<file path="config.mk">
export PLATFORM = sky130hd
export DESIGN_NAME = mesh_lock_sequencer
export DESIGN_NICKNAME = d
export VERILOG_FILES = /design/src/rtl/mesh_lock_sequencer_pkg.sv /design/src/rtl/mesh_lock_detect.sv /design/src/rtl/mesh_lock_sequencer.sv
export SDC_FILE = /design/constraint.sdc
export NUM_CORES = 1
export LEC_CHECK = 0
export CAP_MARGIN = 0
export CORE_ASPECT_RATIO = 0.8
export CORE_MARGIN = 2
export CORE_UTILIZATION = 52
export CTS_BUF_LIST = sky130_fd_sc_hd__clkbuf_4 sky130_fd_sc_hd__clkbuf_8
export CTS_CLUSTER_SIZE = 20
export DETAILED_ROUTE_END_ITERATION = 10
export GPL_TIMING_DRIVEN = 0
export PLACE_DENSITY = 0.83
export RECOVER_POWER = 50
export SYNTH_ARGS = -nofsm -noshare
export SYNTH_HDL_FRONTEND = slang
export SYNTH_SLANG_ARGS = --single-unit
</file>
<file path="constraint.sdc">
create_clock -name fpga_clk_i -period 2.3 [get_ports fpga_clk_i]
set_input_delay 0.46 -clock fpga_clk_i [delete_from_list [all_inputs] [get_ports fpga_clk_i]]
set_output_delay 0.46 -clock fpga_clk_i [all_outputs]
set_load 0.01 [all_outputs]
</file>
<file path="src/rtl/mesh_lock_sequencer_pkg.sv">
// Shared types for the mesh lock sequencer: FSM/mode encodings, weight constants
// and the per-node coupling weight table.
package mesh_lock_sequencer_pkg;

  typedef enum logic [1:0] {
    ST_IDLE   = 2'd0,
    ST_RAMP   = 2'd1,
    ST_LOCKED = 2'd2,
    ST_FAIL   = 2'd3
  } state_e;

  typedef enum logic [1:0] {
    MODE_PLL     = 2'd0,
    MODE_UNI     = 2'd1,
    MODE_NET     = 2'd2,
    MODE_NET_ALT = 2'd3
  } mode_e;

  localparam logic [2:0] W0 = 3'd0;
  localparam logic [2:0] W1 = 3'd1;
  localparam logic [2:0] W2 = 3'd2;
  localparam logic [2:0] W4 = 3'd4;

  typedef struct packed {
    logic [2:0] left;
    logic [2:0] above;
    logic [2:0] right;
    logic [2:0] below;
  } dir_w_t;

  // Every mode distributes a total coupling of 4 across the node's inputs.
  function automatic dir_w_t node_weights(input mode_e mode, input int r, input int c,
                                          input int rows, input int cols);
    dir_w_t     w;
    logic       up_l, up_a, dn_r, dn_b;
    int         nu, nd;
    logic [2:0] ushare, dshare;
    w = '0;
    case (mode)
      MODE_PLL: w.left = W4;
      MODE_UNI: begin
        if (r == 0) begin
          w.left = W4;
        end else if (c == 0) begin
          w.above = W4;
        end else begin
          w.left  = W2;
          w.above = W2;
        end
      end
      default: begin
        up_l = (c > 0) || (r == 0 && c == 0);
        up_a = (r > 0);
        dn_r = (c < cols - 1);
        dn_b = (r < rows - 1);
        nu = 0;
        nd = 0;
        if (up_l) nu++;
        if (up_a) nu++;
        if (dn_r) nd++;
        if (dn_b) nd++;
        if (nd == 0) begin
          ushare = (nu == 2) ? W2 : W4;
          dshare = W0;
        end else begin
          ushare = (nu == 2) ? W1 : W2;
          dshare = (nd == 2) ? W1 : W2;
        end
        w.left  = up_l ? ushare : W0;
        w.above = up_a ? ushare : W0;
        w.right = dn_r ? dshare : W0;
        w.below = dn_b ? dshare : W0;
      end
    endcase
    return w;
  endfunction

endpackage

</file>
<file path="src/rtl/mesh_lock_detect.sv">
// Per-node lock detector: counts consecutive samples with |err| <= LOCK_THRESH,
// flags lock once LOCK_CYCLES are seen; any bad sample or disable clears it at once.
module mesh_lock_detect #(
  parameter int PDET_WIDTH  = 5,
  parameter int LOCK_THRESH = 2,
  parameter int LOCK_CYCLES = 512
) (
  input  logic                  clk_i,
  input  logic                  rst_n_i,
  input  logic                  en_i,
  input  logic [PDET_WIDTH-1:0] err_i,
  output logic                  locked_o
);

  localparam int CW = $clog2(LOCK_CYCLES + 1);
  localparam logic [CW-1:0]     CNT_FULL = CW'(LOCK_CYCLES);
  localparam logic [PDET_WIDTH:0] THRESH = (PDET_WIDTH + 1)'(LOCK_THRESH);

  logic [PDET_WIDTH:0] err_ext, err_abs;
  logic                in_lock;
  logic [CW-1:0]       cnt_q, cnt_d;
  logic                locked_q, locked_d;

  // One extra bit so the most-negative input has a representable magnitude.
  always_comb begin
    err_ext = {err_i[PDET_WIDTH-1], err_i};
    err_abs = err_ext[PDET_WIDTH] ? (~err_ext + (PDET_WIDTH + 1)'(1)) : err_ext;
    in_lock = (err_abs <= THRESH);
    cnt_d   = '0;
    if (en_i && in_lock) begin
      cnt_d = (cnt_q == CNT_FULL) ? cnt_q : cnt_q + CW'(1);
    end
    locked_d = en_i && in_lock && (cnt_d == CNT_FULL);
  end

  always_ff @(posedge clk_i) begin
    if (!rst_n_i) begin
      cnt_q    <= '0;
      locked_q <= 1'b0;
    end else begin
      cnt_q    <= cnt_d;
      locked_q <= locked_d;
    end
  end

  assign locked_o = locked_q;

endmodule

</file>
<file path="src/rtl/mesh_lock_sequencer.sv">
// ROWS x COLS ADPLL mesh controller: diagonal wavefront bring-up gated by per-node
// lock detection, with registered coupling weights derived from the latched mode.
module mesh_lock_sequencer
  import mesh_lock_sequencer_pkg::*;
#(
  parameter int ROWS          = 2,
  parameter int COLS          = 2,
  parameter int PDET_WIDTH    = 5,
  parameter int WEIGHT_WIDTH  = 4,
  parameter int LOCK_THRESH   = 2,
  parameter int LOCK_CYCLES   = 512,
  parameter int SETTLE_CYCLES = 4096,
  localparam int N            = ROWS * COLS,
  localparam int WAVE_W       = $clog2(ROWS + COLS)
) (
  input  logic                         fpga_clk_i,
  input  logic                         rst_n_i,
  input  logic                         start_i,
  input  logic                         abort_i,
  input  logic [1:0]                   mode_i,
  input  logic [N*PDET_WIDTH-1:0]      error_i,
  output logic [N-1:0]                 node_en_o,
  output logic [N*4*WEIGHT_WIDTH-1:0]  weights_o,
  output logic [N-1:0]                 locked_o,
  output logic                         all_locked_o,
  output logic                         fail_o,
  output logic [1:0]                   state_o,
  output logic [WAVE_W-1:0]            wave_o
);

  localparam int MAX_WAVE = ROWS + COLS - 2;
  localparam int CNT_W    = (SETTLE_CYCLES > 1) ? $clog2(SETTLE_CYCLES) : 1;
  localparam int WV       = 4 * WEIGHT_WIDTH;
  localparam logic [WAVE_W-1:0] WAVE_LAST = WAVE_W'(MAX_WAVE);
  localparam logic [CNT_W-1:0]  CNT_LAST  = CNT_W'(SETTLE_CYCLES - 1);

  state_e            state_q, state_d;
  mode_e             mode_q, mode_d;
  logic [WAVE_W-1:0] wave_q, wave_d;
  logic [CNT_W-1:0]  cnt_q, cnt_d;
  logic              restart_q, restart_d;
  logic [N*WV-1:0]   weights_q, weights_d;
  logic [N-1:0]      wave_mask, lock_raw;
  logic              wave_done;

  for (genvar r = 0; r < ROWS; r++) begin : g_row
    for (genvar c = 0; c < COLS; c++) begin : g_col
      localparam int I = r * COLS + c;
      localparam logic [WAVE_W-1:0] DIAG = WAVE_W'(r + c);
      dir_w_t nw;

      assign wave_mask[I] = (wave_q >= DIAG);
      assign nw = node_weights(mode_d, r, c, ROWS, COLS);
      assign weights_d[I*WV +: WV] = (state_d == ST_IDLE) ? '0 :
          {WEIGHT_WIDTH'(nw.left), WEIGHT_WIDTH'(nw.above),
           WEIGHT_WIDTH'(nw.right), WEIGHT_WIDTH'(nw.below)};

      mesh_lock_detect #(
        .PDET_WIDTH (PDET_WIDTH),
        .LOCK_THRESH(LOCK_THRESH),
        .LOCK_CYCLES(LOCK_CYCLES)
      ) u_lock (
        .clk_i   (fpga_clk_i),
        .rst_n_i (rst_n_i),
        .en_i    (node_en_o[I]),
        .err_i   (error_i[I*PDET_WIDTH +: PDET_WIDTH]),
        .locked_o(lock_raw[I])
      );
    end
  end

  assign wave_done = ((lock_raw & wave_mask) == wave_mask);

  always_ff @(posedge fpga_clk_i) begin
    if (!rst_n_i) begin
      state_q   <= ST_IDLE;
      mode_q    <= MODE_PLL;
      wave_q    <= '0;
      cnt_q     <= '0;
      restart_q <= 1'b0;
      weights_q <= '0;
    end else begin
      state_q   <= state_d;
      mode_q    <= mode_d;
      wave_q    <= wave_d;
      cnt_q     <= cnt_d;
      restart_q <= restart_d;
      weights_q <= weights_d;
    end
  end

  always_comb begin
    state_d   = state_q;
    mode_d    = mode_q;
    wave_d    = wave_q;
    cnt_d     = cnt_q;
    restart_d = 1'b0;
    if (abort_i) begin
      state_d = ST_IDLE;
      wave_d  = '0;
      cnt_d   = '0;
    end else if (start_i) begin
      mode_d    = mode_e'(mode_i);
      state_d   = ST_RAMP;
      cnt_d     = '0;
      wave_d    = (mode_e'(mode_i) == MODE_PLL) ? WAVE_LAST : '0;
      // A restart from a running mesh blanks every enable for one cycle.
      restart_d = (state_q != ST_IDLE);
    end else begin
      case (state_q)
        ST_IDLE, ST_LOCKED, ST_FAIL: ;
        ST_RAMP: begin
          if (!restart_q) begin
            if (wave_done) begin
              cnt_d = '0;
              if (wave_q == WAVE_LAST) state_d = ST_LOCKED;
              else                     wave_d  = wave_q + WAVE_W'(1);
            end else if (cnt_q == CNT_LAST) begin
              state_d = ST_FAIL;
            end else begin
              cnt_d = cnt_q + CNT_W'(1);
            end
          end
        end
      endcase
    end
  end

  always_comb begin
    node_en_o = '0;
    if (state_q != ST_IDLE && !restart_q) node_en_o = wave_mask;
    locked_o     = lock_raw & node_en_o;
    all_locked_o = (state_q == ST_LOCKED) && (&(lock_raw & node_en_o));
    fail_o       = (state_q == ST_FAIL);
    state_o      = state_q;
    wave_o       = wave_q;
    weights_o    = weights_q;
  end

endmodule

</file>
==> results.yml, run 1 <==
status:
  outcome: "completed"
floorplan:
  fp.dieArea_sq_um: 9190
  pin_count: 104
  start_util_pct: 54.4
  rows: 29
  chipHeight_um: 86.1
  die-width_um: 107
  core_sq_um: 8060
yosys:
  seq_area_frac_synth_pct: 32.0
  yosys_warnings: 0
  yosysTopAreaCell: "dfxtp_1"
  synth_area_leaders: "dfxtp_1, buf_4, nor2_1, xnor2_1, xor2_1"
  synth-compound-area-share_pct: 13.9
  synth-xor-area-share_pct: 8.79
  yosysUniqueCellTypes: 66
  synth.avg_cell_area_sq_um: 8.31
  synth-edff-count: 0
  netlist_instances: 528
  async_reset_ff_share_pct: 0
  synth-main-ff-cell: "dfxtp_1"
  synth-simple-area-share_pct: 25.1
  synth_fa_ha_area_share_pct: 4.28
  synth_most_common_cell: "nor2_1"
  synth_top_family_by_area: "simple AND/OR/NAND/NOR gates"
  netlist_area_sq_um: 4390
  yosysTopAreaCellShare_pct: 32.0
  synth_seq_cells: 70
  muxShareOfSynthArea_pct: 1.77
  synthTopCellsByCount: "nor2_1, dfxtp_1, buf_4"
grt:
  busiest_layer: "met2"
  grt_pass1_wl_um: 16200
  antenna_found_initial: 0
  grt_max_degree: 13
  use_met2_pct: 38.2
  track_usage_pct: 21.3
  met3_usage_pct: 4.64
  grt_pass1_vias: 3655
  grt.overflow.total: 0
  met1_usage_pct: 25.3
place:
  gp_congestion: 0.860
  postPlaceCellArea_sq_um: 5230
  dp_hpwl_um: 7090
  port_buffers: 52
worst_setup_path:
  path_class: "reg -> out"
  r2r_slack_ns: 0.12
  end_kind: "output port"
  crit_arrival_ns: 1.76
  crit_fanout: 8
  required_ns: 1.84
  cp-start-kind: "flop"
sta:
  final.setup.tns_ns: 0
  drv_slew: 0
  setup_viol: 0
  min_period_ns: 2.22
  period_share_pct: 96.6
  hold_viol: 0
  tightest_slew_ns: 0.556
  maxSlewHeadroom_pct: 62.8
  finalClockSkew_ns: 0.0130
  holdWs_ns: 0.489
  grt_setup_unrepaired: "false"
  fmax_mhz: 450
clock_tree:
  clock_latency_ns: 0.34
  cts_buffer_depth: 2
  root_buffer: "clkbuf_8"
  tritoncts: "yes"
  holdBufCountCts: 0
  cts_buffers: 9
  cts.sinks: 70
  h-tree-depth: 3
  path_clk_slew_ns: 0.07
pwr:
  peakVddDrop_mv: 0.616
  powerDensity_nw_per_um2: 499
  p_leak_nw: 2.30
cells_and_area:
  syn2layout_area_growth_pct: 26.8
  drive_gt1_share_pct: 18.3
  fin_area_sq_um: 5560
  diodes: 0
  multi_input_area_sq_um: 2580
  register_area_sq_um: 1410
  n_fill_cell: 672
  nets: 688
drt:
  routed_wl_um: 9780
  ant_nets: 0
  drtIter0Drc: 167
  vias_per_cell: 5.06
  wl_per_cell_um: 12.9
  vias: 3849
  dr.pass1.iters: 4
  drcViolationCount: 0
flow_run:
  max_cap_viol_count: 0
hold_path:
  worstHoldPathType: "reg -> reg"
per-layer routing:
layer / vias to the layer above / wire (um)
met5: - / 0
met4: 0 / 117
met3: 17 / 469
met2: 95 / 5020
met1: 1778 / 4180
li1: 1959 / -
flip-flops by register name (all words and copies together), names as in the netlist:
name,count
weights_o,7
g_row.g_col.u_lock.locked_o,4
g_row.g_col.u_lock.cnt_q,40
cnt_q,12
restart_q,1
mode_q,2
state_o,2
wave_o,2
power breakdown:
group          internal, mW  switching [mW]
combinational         0.158           0.139
clock                 0.780           0.470
sequential             1.22         0.00770
metrics by stage:
step	util (%)	power [mW]	worst slack (ns)	instances
after floorplan	-	1.45	0.114	577
after global placement	64.9	1.53	-0.363	737
after detailed placement	64.9	1.54	-0.444	737
after CTS	68.9	2.79	0.0327	758
after global routing	69.0	2.87	0.0121	760
final	69.0	2.77	0.0774	760
final timing paths:
kind / startpoint / end / cells past startpoint
hold reg to reg: cnt_q[1] / cnt_q[1] / 2
setup / recovery: state_o[1] / all_locked_o / 4
setup reg to reg: wave_o[0] / wave_o[1] / 7
hold / removal: cnt_q[1] / cnt_q[1] / 2
cell usage in the layout, fill, tap and decap left out, types with 4 or more instances in the layout:
master and n:
a21oi_1 15, and2_1 8, and3_1 11, and4_1 6
buf_2 4, buf_4 66, clkbuf_1 9, clkbuf_8 11
clkdlybuf4s50_1 25, conb_1 50, dfxtp_1 66, dlygate4sd2_1 5
dlygate4sd3_1 20, ha_1 14, inv_1 24, mux2i_1 4
nand2_1 29, nand2b_1 4, nand3_1 17, nand4_1 13
nor2_1 75, nor2b_1 11, nor3_1 10, nor3b_1 5
o211ai_1 8, o21a_1 4, o21ai_0 18, o31ai_1 4
xnor2_1 22, xor2_1 22
what timing repair did:
item	CTS	global route
buffers inserted	5	2
pin swaps	3	3
resized for setup	18	4
setup endpoints to repair	10	13
area by class of cell:
cell class | count | share of cell area, %
buffer | 75 | 9.45
clock buffer | 11 | 2.72
clock inverter | 5 | 1.89
inverter | 24 | 1.62
multi-input combinational | 408 | 46.5
sequential | 70 | 25.3
tap | 108 | 2.43
timing repair buffer | 59 | 10.1
critical path, stage by stage (launching register included):
cell	delay, ns
dfxtp_2	0.44
inv_1	0.10
nor3b_1	0.38
and4_1	0.25
clkdlybuf4s15_1	0.25
cell families after synthesis:
kind of cell | count (synthesis)
simple gates | 213
buf+inv | 99
compound gates | 79
flops | 70
xor+xnor | 44
fa+ha+maj | 15
mux | 7
other cells | 1
No activity file was read; power rests on OpenSTA's default activity.
==> run 2, diff against run 1 <==
CTS_CLUSTER_DIAMETER = 30   (was not set)
==> results of run 2 <==
No change in the layout: final DEF, timing and power equal those of run 1.
